==> src/rtl/dnn_pkg.sv <==
// Shared helpers for the DNN training datapath blocks.
// Sizing functions used by the output-side monitors.
package dnn_pkg;

  // Clocks per block cycle: one clock per output chunk plus two phase clocks.
  function automatic int calc_cpc(input int n0, input int fo0, input int z0);
    return (n0 * fo0) / z0 + 2;
  endfunction

  // Position width that never collapses to zero bits.
  function automatic int clog2_min1(input int x);
    return (x <= 2) ? 1 : $clog2(x);
  endfunction

endpackage

==> src/rtl/output_chunk_assembler.sv <==
// Rebuilds the ideal output vector from per-clock chunks and
// snapshots it at the start of each block cycle.
module output_chunk_assembler
  import dnn_pkg::*;
#(
  parameter int n_out = 4,
  parameter int zo    = 1,
  parameter int cpc   = 6,
  localparam int ciw  = clog2_min1(cpc)
) (
  input  logic             clk,
  input  logic             reset,
  input  logic             clear,
  input  logic [ciw-1:0]   cycle_index,
  input  logic [zo-1:0]    y_out,
  output logic [n_out-1:0] y_shadow
);

  localparam int nchunk = n_out / zo;

  logic [n_out-1:0] y_acc;

  // Collect chunks during indices >= 2; hand off and restart at index 0.
  always_ff @(posedge clk or posedge reset) begin
    if (reset) begin
      y_acc    <= '0;
      y_shadow <= '0;
    end else begin
      if (cycle_index == '0) begin
        y_shadow <= y_acc;
      end
      if (clear || cycle_index == '0) begin
        y_acc <= '0;
      end else begin
        for (int k = 0; k < nchunk; k++) begin
          if (cycle_index == ciw'(k + 2)) begin
            y_acc[k*zo +: zo] <= y_out;
          end
        end
      end
    end
  end

endmodule

==> src/rtl/accuracy_tracker.sv <==
// Compares each one-hot prediction with its ideal output and
// publishes correct/total counts once per accuracy window.
module accuracy_tracker
  import dnn_pkg::*;
#(
  parameter int n_out  = 4,
  parameter int zo     = 1,
  parameter int cpc    = 6,
  parameter int warmup = 3,
  parameter int window = 100,
  parameter int cnt_w  = $clog2(window + 1)
) (
  input  logic                 clk,
  input  logic                 reset,
  input  logic [clog2_min1(cpc)-1:0] cycle_index,
  input  logic [zo-1:0]        y_out,
  input  logic [n_out-1:0]     a_out_alln,
  input  logic                 clear,
  output logic                 hit,
  output logic                 hit_valid,
  output logic [cnt_w-1:0]     correct_count,
  output logic [cnt_w-1:0]     total_count,
  output logic                 window_done
);

  localparam int ciw = clog2_min1(cpc);
  localparam int ww  = clog2_min1(warmup + 1);

  if (cpc != calc_cpc(n_out, 1, zo)) begin : g_bad_cpc
    $error("accuracy_tracker: cpc must equal n_out/zo + 2");
  end
  if (n_out % zo != 0) begin : g_bad_zo
    $error("accuracy_tracker: zo must divide n_out");
  end
  if (window < 1) begin : g_bad_win
    $error("accuracy_tracker: window must be at least 1");
  end

  logic [n_out-1:0] y_shadow;
  logic [ww-1:0]    warm_cnt;
  logic [cnt_w-1:0] run_total;
  logic [cnt_w-1:0] run_correct;
  logic             match;
  logic             cmp_phase;

  output_chunk_assembler #(
    .n_out(n_out),
    .zo   (zo),
    .cpc  (cpc)
  ) u_asm (
    .clk        (clk),
    .reset      (reset),
    .clear      (clear),
    .cycle_index(cycle_index),
    .y_out      (y_out),
    .y_shadow   (y_shadow)
  );

  assign match     = (a_out_alln == y_shadow);
  assign cmp_phase = (cycle_index == ciw'(1));

  // Warm-up skip, per-sample hit, and windowed accumulation.
  always_ff @(posedge clk or posedge reset) begin
    if (reset) begin
      warm_cnt      <= '0;
      run_total     <= '0;
      run_correct   <= '0;
      hit           <= 1'b0;
      hit_valid     <= 1'b0;
      correct_count <= '0;
      total_count   <= '0;
      window_done   <= 1'b0;
    end else begin
      hit_valid   <= 1'b0;
      window_done <= 1'b0;
      if (clear) begin
        warm_cnt    <= '0;
        run_total   <= '0;
        run_correct <= '0;
      end else if (cmp_phase) begin
        if (warm_cnt < ww'(warmup)) begin
          warm_cnt <= warm_cnt + 1'b1;
        end else begin
          hit       <= match;
          hit_valid <= 1'b1;
          if (run_total == cnt_w'(window - 1)) begin
            correct_count <= run_correct + cnt_w'(match);
            total_count   <= cnt_w'(window);
            window_done   <= 1'b1;
            run_total     <= '0;
            run_correct   <= '0;
          end else begin
            run_total   <= run_total + 1'b1;
            run_correct <= run_correct + cnt_w'(match);
          end
        end
      end
    end
  end

endmodule
==> config.mk <==
export PLATFORM = sky130hd
export DESIGN_NAME = accuracy_tracker
export DESIGN_NICKNAME = d
export VERILOG_FILES = /design/src/rtl/dnn_pkg.sv /design/src/rtl/output_chunk_assembler.sv /design/src/rtl/accuracy_tracker.sv
export SDC_FILE = /design/constraint.sdc
export NUM_CORES = 1
export LEC_CHECK = 0
export CAP_MARGIN = 15
export CORE_ASPECT_RATIO = 1.75
export CORE_UTILIZATION = 50
export CTS_BUF_LIST = sky130_fd_sc_hd__clkbuf_8
export DETAILED_ROUTE_END_ITERATION = 8
export PLACE_DENSITY_LB_ADDON = 0.2
export SLEW_MARGIN = 20
export SYNTH_ARGS = -nofsm -noshare
export SYNTH_HDL_FRONTEND = slang
export SYNTH_HIERARCHICAL = 1
export SYNTH_SLANG_ARGS = --single-unit
==> constraint.sdc <==
create_clock -name clk -period 1.9 [get_ports clk]
set_input_delay 0.19 -clock clk [delete_from_list [all_inputs] [get_ports clk]]
set_output_delay 0.19 -clock clk [all_outputs]
set_load 0.005 [all_outputs]
# Word level (Yosys, flattened, before mapping)
# Cells that the tools add are included.
dict set report word_totals {
  register_bits 35
  latchBits 0
  ram_bits 0
  romBits 0
  in_bits 11
  wordCells 62
  memories 0
}
dict set report classes {
  addsub 3
  n_mul 0
  div_mod_pow 0
  order_cmp 1
  n_eq_ne 8
  n_shift 0
  mux 23
  n_bitwise 2
  n_reduce_logical 12
}
# operator n
set ops {}
lappend ops {{$mux 7} 8}
lappend ops {{$reduce_bool 2->1} 6}
lappend ops {{$mux 1} 11}
lappend ops {{$add 7x1->7} 1}
lappend ops {{$add 7x1->7 const B} 1}
lappend ops {{$eq 7x7->1 const B} 1}
lappend ops {{$eq 3x2->1 const B} 2}
lappend ops {{$eq 3x3->1 const B} 2}
lappend ops {{$mux 2} 3}
lappend ops {{$eq 4x4->1} 1}
lappend ops {{$mux 4} 1}
lappend ops {{$reduce_and 2->1} 2}
lappend ops {{$reduce_and 4->1} 1}
lappend ops {{$eq 3x1->1 const B} 1}
lappend ops {{$logic_not 3->1} 1}
lappend ops {{$reduce_and 3->1} 1}
lappend ops {{$add 2x1->2 const B} 1}
lappend ops {{$lt 2x2->1 const B} 1}
lappend ops {{$ne 2x2->1 const B} 1}
lappend ops {{$not 1->1} 2}
lappend ops {{$logic_or 1x1->1} 1}

# Logic depth before layout (Yosys ltp)
# Gate-level depths: netlist (run 1).
dict set report logic_depth {
  ltp_word 6
  depth_mapped 8
  mapped_depth_nobuf 8
}

# Hierarchy
# The synthesis (run 1) kept the hierarchy.
# mod instances cells_each area_per_inst_um2 seq_area_each_um2
set modules_own_cells {}
lappend modules_own_cells {accuracy_tracker 1 125 1381.3 675.6}
lappend modules_own_cells {output_chunk_assembler 1 35 399.1 200.2}

# Worst setup path after synthesis (run 1)
# Ideal clock, no wire load.
dict set report synth_timing {
  path_kind {reg2reg}
  from {register u_asm.y_shadow[0]}
  to {register correct_count[4]}
  arrival_ps 1782
  path_slack_ps -7
  stages_incl_launch_ff 8
  n_path_buf 0
  period_less_slack_ps 1907
  cell_sequence {dfrtp_1 xor2_1 nor4_1 ha_1 ha_1 nand3_1 xnor2_1 mux2_2}
}
dict set report synth_between {
  elab_chain_cells 2
}
# item line_no
set synth_lines {}
lappend synth_lines {{start: declaration} output_chunk_assembler.sv:16} ;# output logic [n_out-1:0] y_shadow
lappend synth_lines {{start signal: assignment} output_chunk_assembler.sv:30} ;# y_shadow <= y_acc;
lappend synth_lines {{$eq 4x4->1} accuracy_tracker.sv:59} ;# assign match = (a_out_alln == y_shadow);
lappend synth_lines {{net match} accuracy_tracker.sv:43} ;# logic match;
lappend synth_lines {{$add 7x1->7} accuracy_tracker.sv:87} ;# correct_count <= run_correct + cnt_w'(match);
lappend synth_lines {{end signal: assignment} accuracy_tracker.sv:87}
lappend synth_lines {{end: declaration} accuracy_tracker.sv:21} ;# output logic [cnt_w-1:0] correct_count,
# The timed path passes the listed nets, and every way through them passes these cells.
# A chain may end at the register's enable or synchronous reset.

# Final worst setup path (run 1)
dict set report layout_timing {
  from {register u_asm.y_shadow[1]}
  to {register correct_count[4]}
}
# The elaborated chain is that of the path after synthesis.

==> run_results.csv, run 1 <==
group,metric,value,unit
placement,io_buffers,23,
sta,finalHoldViolCount,0,
worst_setup_path,max_stage_delay,0.40,ns
logic_synthesis,avgSynthCellArea,11.13,µm²
logic_synthesis,synth_area_leaders,"dfrtp_1, mux2_2, xor2_1, nor2_1, buf_4",
logic_synthesis,synth_cell_type_count,38,
logic_synthesis,synthFlopType,"dfrtp_1",
logic_synthesis,synth_area,1780,µm²
logic_synthesis,synth_edf_count,0,
cells_and_area,diodes,0,
global_route,grt_max_degree,28,
sta,skew,0.007840,ns
worst_setup_path,r2r_cells,7,
placement,hpwl,2502,µm
detailed_routing,ant_nets,0,
cells_and_area,drive_above_1_share,0.2308,
worst_setup_path,crit_slowest_cell,"dfrtp_1",
global_route,grt_pass1_wl,5671,µm
worst_setup_path,cp.arrival,2.11,ns
power_and_ir_drop,switching_power,0.3260,mW
global_route,grt_usage,0.2108,
worst_setup_path,path_cells,"xor2_1 -> nor4_2 -> ha_2 -> ha_4 -> nand3_4 -> xnor2_2 -> mux2_4",
cells_and_area,layout.cells.non_filler,240,
worst_setup_path,critPathKind,"reg -> reg",
global_route,grt_pass1_vias,1315,
global_route,grt_overflow_total,0,
cts,cts.sinks,35,
worst_setup_path,cp_max_fo,3,
cts,ctsHoldBuffers,0,
sta,fin_crit,1.935,ns
power_and_ir_drop,leakage,1.017,nW
cts,clk_path_buf_depth,2,
cts,tritoncts,"yes",
cells_and_area,final_area,2243,µm²
sta,fin_crit_sh,1.019,
outcome,outcome,"complete, but fails checks",
logic_synthesis,synth_commonest_cells,"dfrtp_1, nor2_1, mux2_2",
cts,clk_latency,0.29,ns
power_and_ir_drop,ir_drop,0.0004394,V
logic_synthesis,synthCells,160,
detailed_routing,wl_per_cell,14.92,µm
logic_synthesis,yosysMostFrequentCell,"dfrtp_1",
detailed_routing,viasPerCell,5.471,
cts,clk_pin_slew_worst_paths,0.07,ns
sta,clock.fmax,0.5167,GHz
cells_and_area,nFillCells,287,
worst_hold_path,hold_class,"in -> async",
job,cap_violations,0,
logic_synthesis,synth_warnings,6,
floorplan,rows,28,
detailed_routing,drt-pass1-iter-count,4,
floorplan,io_pins,28,
logic_synthesis,synthArstFlopShare,1.000,
power_and_ir_drop,p_seq_frac,0.557,
power_and_ir_drop,powerDensity,614.5,nW/µm²
logic_synthesis,synth_top_cell_by_area,"dfrtp_1",
outcome,violations,"negative setup slack",
cts,htreeDepth,2,
cells_and_area,layout.nets,209,
power_and_ir_drop,clockPowerShare,0.367,
worst_setup_path,endpoint_kind,"register",
logic_synthesis,ys_seq_elements,35,
power_and_ir_drop,power_frac_comb,0.077,
logic_synthesis,synth_top_area_share,0.4919,
floorplan,fp.dieH,80.94,µm
sta,slew_violations,0,
global_route,met3_usage,0.05333,
cells_and_area,areaGrowthSynthToFinish,26.00,%
cts,root_buffer,"clkbuf_8",
worst_setup_path,critPathLaunchType,"register",
floorplan,die-area,3813,µm²
global_route,top_usage_layer,"met2",
detailed_routing,routed-via-count,1313,
global_route,use_met1,0.2197,
placement,dpl_cell_area,2095,µm²
sta,fin_ws,-0.03547,ns
detailed_routing,drt_iter0_drc,25,
logic_synthesis,ys_seq_area_frac,0.4919,
global_route,antenna_found_initial,0,
sta,finalSetupViolations,1,
worst_setup_path,cp_data_required_time,2.08,ns
detailed_routing,drc,0,
cts,cts_buffers,5,
detailed_routing,wl,3580,µm
power_and_ir_drop,internal_power,1.052,mW
floorplan,die_x,47.11,µm
placement,place_inst,229,
power_and_ir_drop,p_sw_frac,0.2365,
floorplan,core_area,3398,µm²
sta,rsz0062_at_grt,"true",
placement,place.gp.congestion,0.8288,
floorplan,initial_core_util,0.5239,
global_route,grt_use_met2,0.3736,
==> routing by layer <==
| metal | part of all wire | routed length (µm) |
|---|---|---|
| met1 | 0.40 | 1422 |
| met2 | 0.55 | 1964 |
| met3 | 0.033 | 117 |
| met4 | 0.021 | 75 |
| met5 | 0 | 0 |
==> cells by family after synthesis <==
group,count (synthesis),share of synthesized area
adders and majority gates,4,0.02811
buffers and inverters,18,0.05832
AOI/OAI and AO/OA,23,0.07871
other,1,0.002106
and+or+nand+nor,52,0.1905
DFF,35,0.4919
muxes,15,0.09136
xor gates and xnor gates,12,0.05903
==> final timing paths <==
| path | startpoint | to | slack (ns) |
|---|---|---|---|
| max | u_asm/y_shadow[1] | correct_count[4] | -0.04 |
| min | reset | u_asm/y_shadow[3] | 0.18 |
| max reg2reg | u_asm/y_shadow[1] | correct_count[4] | -0.04 |
| min reg2reg | correct_count[1] | correct_count[1] | 0.51 |
| max in group asynchronous | reset | total_count[2] | 1.34 |
| min in group clk | correct_count[1] | correct_count[1] | 0.51 |
==> worst max-delay path, delay by kind of cell (launching register included) <==
kind	cells	cell delay, ns
adder cells (fa/ha/maj)	2	0.43
AND/OR/NAND/NOR	2	0.42
flip-flops	1	0.40
XOR/XNOR	2	0.32
multiplexers	1	0.26
==> placed cells by master (no fill, tap or decap), drive strengths merged, types with 4 or more instances in the layout <==
cell	instances
a31oi	5
conb	4
xor2	8
o21ai	7
xnor2	4
nand3	8
dfrtp	35
inv	6
nor2	15
clkdlybuf4s50	23
nand2	5
a22oi	5
buf	15
a21oi	4
mux2i	5
ha	4
nand3b	6
clkbuf	5
mux2	10
==> flip-flops by register name, summed over array words and instances (netlist names) <==
register and flops:
window_done 1, run_correct 7, correct_count 7, u_asm/y_acc 4
warm_cnt 2, u_asm/y_shadow 4, run_total 7, hit_valid 1
total_count 1, hit 1
==> layout make-up <==
class | instances | area, µm² | area share
flip-flops and latches | 35 | 875.8 | 0.3904
clock inverters | 3 | 12.51 | 0.005577
multi-input cells | 110 | 859.6 | 0.3832
clock buffers | 5 | 68.82 | 0.03067
inverters | 4 | 15.01 | 0.006693
well taps | 45 | 56.30 | 0.02510
repair buffers | 38 | 355.3 | 0.1584
==> what timing repair did <==
| action | 4_1_cts | 5_1_grt |
|---|---|---|
| gates resized for setup | 5 | 2 |
| setup buffers | 1 | 2 |
| pin swaps | 6 | 5 |
| endpoints found under the setup margin | 9 | 11 |
==> power groups by stage <==
| stage | combinational, mW | sequential [mW] | clock, mW |
|---|---|---|---|
| detailed placement | 0.102 | 0.781 | 0 |
| global placement | 0.0996 | 0.781 | 0 |
| global route | 0.117 | 0.769 | 0.547 |
| CTS | 0.107 | 0.767 | 0.515 |
| finish | 0.106 | 0.767 | 0.505 |
| floorplan | 0.0704 | 0.775 | 0 |
==> per-stage QoR <==
stage | total power, mW | util | hold slack (ns) | worst slack, ns | setup TNS [ns]
3_3_place_gp | 0.8804 | 0.6163 | 0.4774 | -0.3238 | -2.588
2_1_floorplan | 0.8454 | - | 0.005658 | 0.02022 | 0
3_5_place_dp | 0.8839 | 0.6163 | 0.4912 | -0.3859 | -3.261
5_1_grt | 1.433 | 0.6602 | 0.2377 | -0.1312 | -0.8682
4_1_cts | 1.389 | 0.6513 | 0.1853 | -0.04676 | -0.1270
6_report | 1.378 | 0.6602 | 0.1768 | -0.03547 | -0.03547
No activity file was read; power rests on OpenSTA's default activity.
==> inputs of run 2 (changes only) <==
--- a/config.mk
+++ b/config.mk
@@ -5,7 +5,6 @@
 export SDC_FILE = /design/constraint.sdc
 export NUM_CORES = 1
 export LEC_CHECK = 0
-export CAP_MARGIN = 15
 export CORE_ASPECT_RATIO = 1.75
 export CORE_UTILIZATION = 50
 export CTS_BUF_LIST = sky130_fd_sc_hd__clkbuf_8
==> results of run 2 <==
No change in the layout: final DEF, timing and power equal those of run 1.
==> inputs of run 3 (changes only) <==
--- a/config.mk
+++ b/config.mk
@@ -13,5 +13,4 @@
 export SLEW_MARGIN = 20
 export SYNTH_ARGS = -nofsm -noshare
 export SYNTH_HDL_FRONTEND = slang
-export SYNTH_HIERARCHICAL = 1
 export SYNTH_SLANG_ARGS = --single-unit
==> run 3 against run 2 <==
- the flow still finishes with violations (negative setup slack)
- critical endpoint unchanged
- first-iteration DRC count decreased by 16%
- hold slack improved by 0.12 ns
- clock skew decreased by 0.0026 ns
- power increased by 13%
==> run_results.csv, run 3 <==
group,metric,value,unit
cts,htreeDepth,2,
power_and_ir_drop,switching_power,0.3211,mW
worst_hold_path,hold_class,"in -> async",
detailed_routing,wl_met1,1354,µm
cts,ctsHoldBuffers,0,
detailed_routing,wl_met2,1970,µm
logic_synthesis,synth_area_leaders,"dfrtp_1, mux2_2, xor2_1, nor2_1, ha_1",
sta,slew_violations,0,
logic_synthesis,synthCells,159,
sta,skew,0.005236,ns
detailed_routing,top_layer,"met4",
power_and_ir_drop,total_power,1.553,mW
worst_setup_path,path_common_cell,"ha_4",
global_route,antenna_found_initial,0,
worst_setup_path,cp_max_fo,3,
detailed_routing,routed-via-count,1294,
detailed_routing,wl,3464,µm
power_and_ir_drop,ir_drop,0.0004908,V
sta,clock.fmax,0.5236,GHz
detailed_routing,drt_iter0_drc,21,
power_and_ir_drop,clockPowerShare,0.437,
sta,rsz0062_at_grt,"true",
cells_and_area,drive_above_1_share,0.2513,
cells_and_area,final_cell_mix,"dfrtp_1, clkdlybuf4s50_1, buf_4, nor2_1, mux2_2",
cells_and_area,layout.nets,209,
logic_synthesis,ys_seq_elements,35,
power_and_ir_drop,powerDensity,687.1,nW/µm²
cells_and_area,multi_input_area,832.0,µm²
logic_synthesis,yosysMostFrequentCell,"dfrtp_1",
global_route,grt_overflow_total,0,
outcome,violations,"negative setup slack",
floorplan,io_pins,28,
power_and_ir_drop,p_seq_frac,0.494,
cells_and_area,register_area,875.8,µm²
logic_synthesis,synth_area,1739,µm²
worst_setup_path,crit_slowest_cell,"dfrtp_1",
cells_and_area,layout_commonest_cell,"dfrtp_1",
placement,hpwl,2475,µm
logic_synthesis,synth_cell_type_count,38,
cts,cts_buffers,5,
worst_setup_path,cp_data_required_time,2.07,ns
cts,cts.sinks,35,
detailed_routing,drt-pass1-iter-count,4,
placement,place.gp.congestion,0.8541,
outcome,outcome,"complete, but fails checks",
power_and_ir_drop,power_frac_comb,0.069,
floorplan,die-area,3727,µm²
job,cap_violations,0,
sta,worst_hold_slack,0.2984,ns
sta,finalSetupViolations,2,
logic_synthesis,synthFlopType,"dfrtp_1",
power_and_ir_drop,p_sw_frac,0.2068,
cts,clk_pin_slew_worst_paths,0.07,ns
detailed_routing,viasPerCell,5.392,
global_route,grt_usage,0.2079,
floorplan,core_area,3363,µm²
floorplan,die_x,46.58,µm
floorplan,rows,28,
cells_and_area,areaGrowthSynthToFinish,29.93,%
cells_and_area,nFillCells,295,
sta,fin_ws,-0.009842,ns
cts,root_buffer,"clkbuf_8",
detailed_routing,drc,0,
detailed_routing,wl_met3,114,µm
sta,fin_crit,1.910,ns
worst_setup_path,critPathLaunchType,"register",
logic_synthesis,synthArstFlopShare,1.000,
cts,cts_setup_buffers,0,
logic_synthesis,ys_seq_area_frac,0.5036,
worst_setup_path,cp.arrival,2.08,ns
logic_synthesis,synth_top_area_share,0.5036,
cts,tritoncts,"yes",
logic_synthesis,avgSynthCellArea,10.94,µm²
logic_synthesis,synth_commonest_cells,"dfrtp_1, nor2_1, mux2_2",
worst_setup_path,endpoint_kind,"register",
worst_setup_path,max_stage_delay,0.40,ns
logic_synthesis,synth_top_cell_by_area,"dfrtp_1",
logic_synthesis,synth_edf_count,0,
worst_setup_path,path_cells,"xor2_1 -> nor4_2 -> buf_4 -> ha_4 -> ha_4 -> nand3_2 -> xnor2_1 -> mux2_2",
placement,io_buffers,23,
detailed_routing,wl_per_cell,14.43,µm
floorplan,initial_core_util,0.5171,
cells_and_area,diodes,0,
worst_setup_path,critPathKind,"reg -> reg",
placement,place_ws,-0.2906,ns
sta,fin_crit_sh,1.005,
global_route,grt_pass1_wl,5375,µm
detailed_routing,ant_nets,0,
cts,clk_latency,0.28,ns
power_and_ir_drop,internal_power,1.231,mW
sta,finalHoldViolCount,0,
global_route,grt_pass1_vias,1222,
logic_synthesis,synth_warnings,0,
cells_and_area,top_regs,"correct_count x7, run_correct x7, run_total x7",
cts,clk_path_buf_depth,2,
floorplan,fp.dieH,80.02,µm
power_and_ir_drop,leakage,1.031,nW
global_route,grt_max_degree,36,
-- run 3: critical path, delay by kind of cell (launching register included) --
| kind | cells | cell delay, ns |
|---|---|---|
| DFF | 1 | 0.40 |
| and+or+nand+nor | 2 | 0.34 |
| xor gates and xnor gates | 2 | 0.31 |
| adders and majority gates | 2 | 0.30 |
| muxes | 1 | 0.27 |
| buffers and inverters | 1 | 0.17 |
-- run 3: power groups by stage --
stage,sequential [mW],clock (mW),combinational (mW)
floorplan,0.774,0,0.0664
global placement,0.780,0,0.0999
detailed placement,0.781,0,0.104
CTS,0.767,0.701,0.106
global route,0.768,0.743,0.119
finish,0.767,0.678,0.107
-- run 3: stage by stage --
step,setup TNS (ns),instances,util,area [µm²]
final,-0.01381,240,0.6719,2260
after global routing,-0.5066,240,0.6719,2260
after CTS,-0.05456,240,0.6652,2237
after detailed placement,-2.208,232,0.6272,2110
after global placement,-2.159,232,0.6272,2110
after floorplan,0,162,-,1765
-- run 3: repair_timing --
action | in CTS | in global routing
resized for setup | 1 | 7
pin swaps | 5 | 9
setup endpoints to repair | 5 | 10
-- run 3: worst paths after layout --
path	startpoint	to	slack [ns]	depth (start not counted)
worst max-delay path	u_asm.y_shadow[1]	correct_count[4]	-0.01	8
worst min-delay path	reset	hit_valid	0.30	3
worst max register to register	u_asm.y_shadow[1]	correct_count[4]	-0.01	8
worst min register to register	correct_count[0]	correct_count[0]	0.51	1
max in group asynchronous	reset	run_total[3]	1.29	3
min in group clk	correct_count[0]	correct_count[0]	0.51	1
-- run 3: cell families after synthesis --
group                    count (synthesis)  synth area share
AND/OR/NAND/NOR                         49            0.1612
other                                    1          0.002156
AO/OA/AOI/OAI                           25           0.09712
multiplexers                            15           0.09496
flip-flops                              35            0.5036
adder cells (fa/ha/maj)                  4           0.02878
XOR/XNOR                                12           0.06044
buffers and inverters                   18           0.05179
-- run 3: cell type report --
| cell class | instances | area share |
|---|---|---|
| clock buffer | 6 | 0.03654 |
| clock inverter | 2 | 0.01550 |
| inverter | 4 | 0.006645 |
| multi-input combinational | 109 | 0.3682 |
| sequential | 35 | 0.3876 |
| tap | 45 | 0.02492 |
| timing repair buffer | 39 | 0.1606 |
-- run 3: per-layer routing --
metal / global-route usage / up-vias
met5: 0 / -
met4: 0.09706 / 0
met3: 0.06109 / 4
met2: 0.3597 / 31
met1: 0.2148 / 639
li1: - / 620
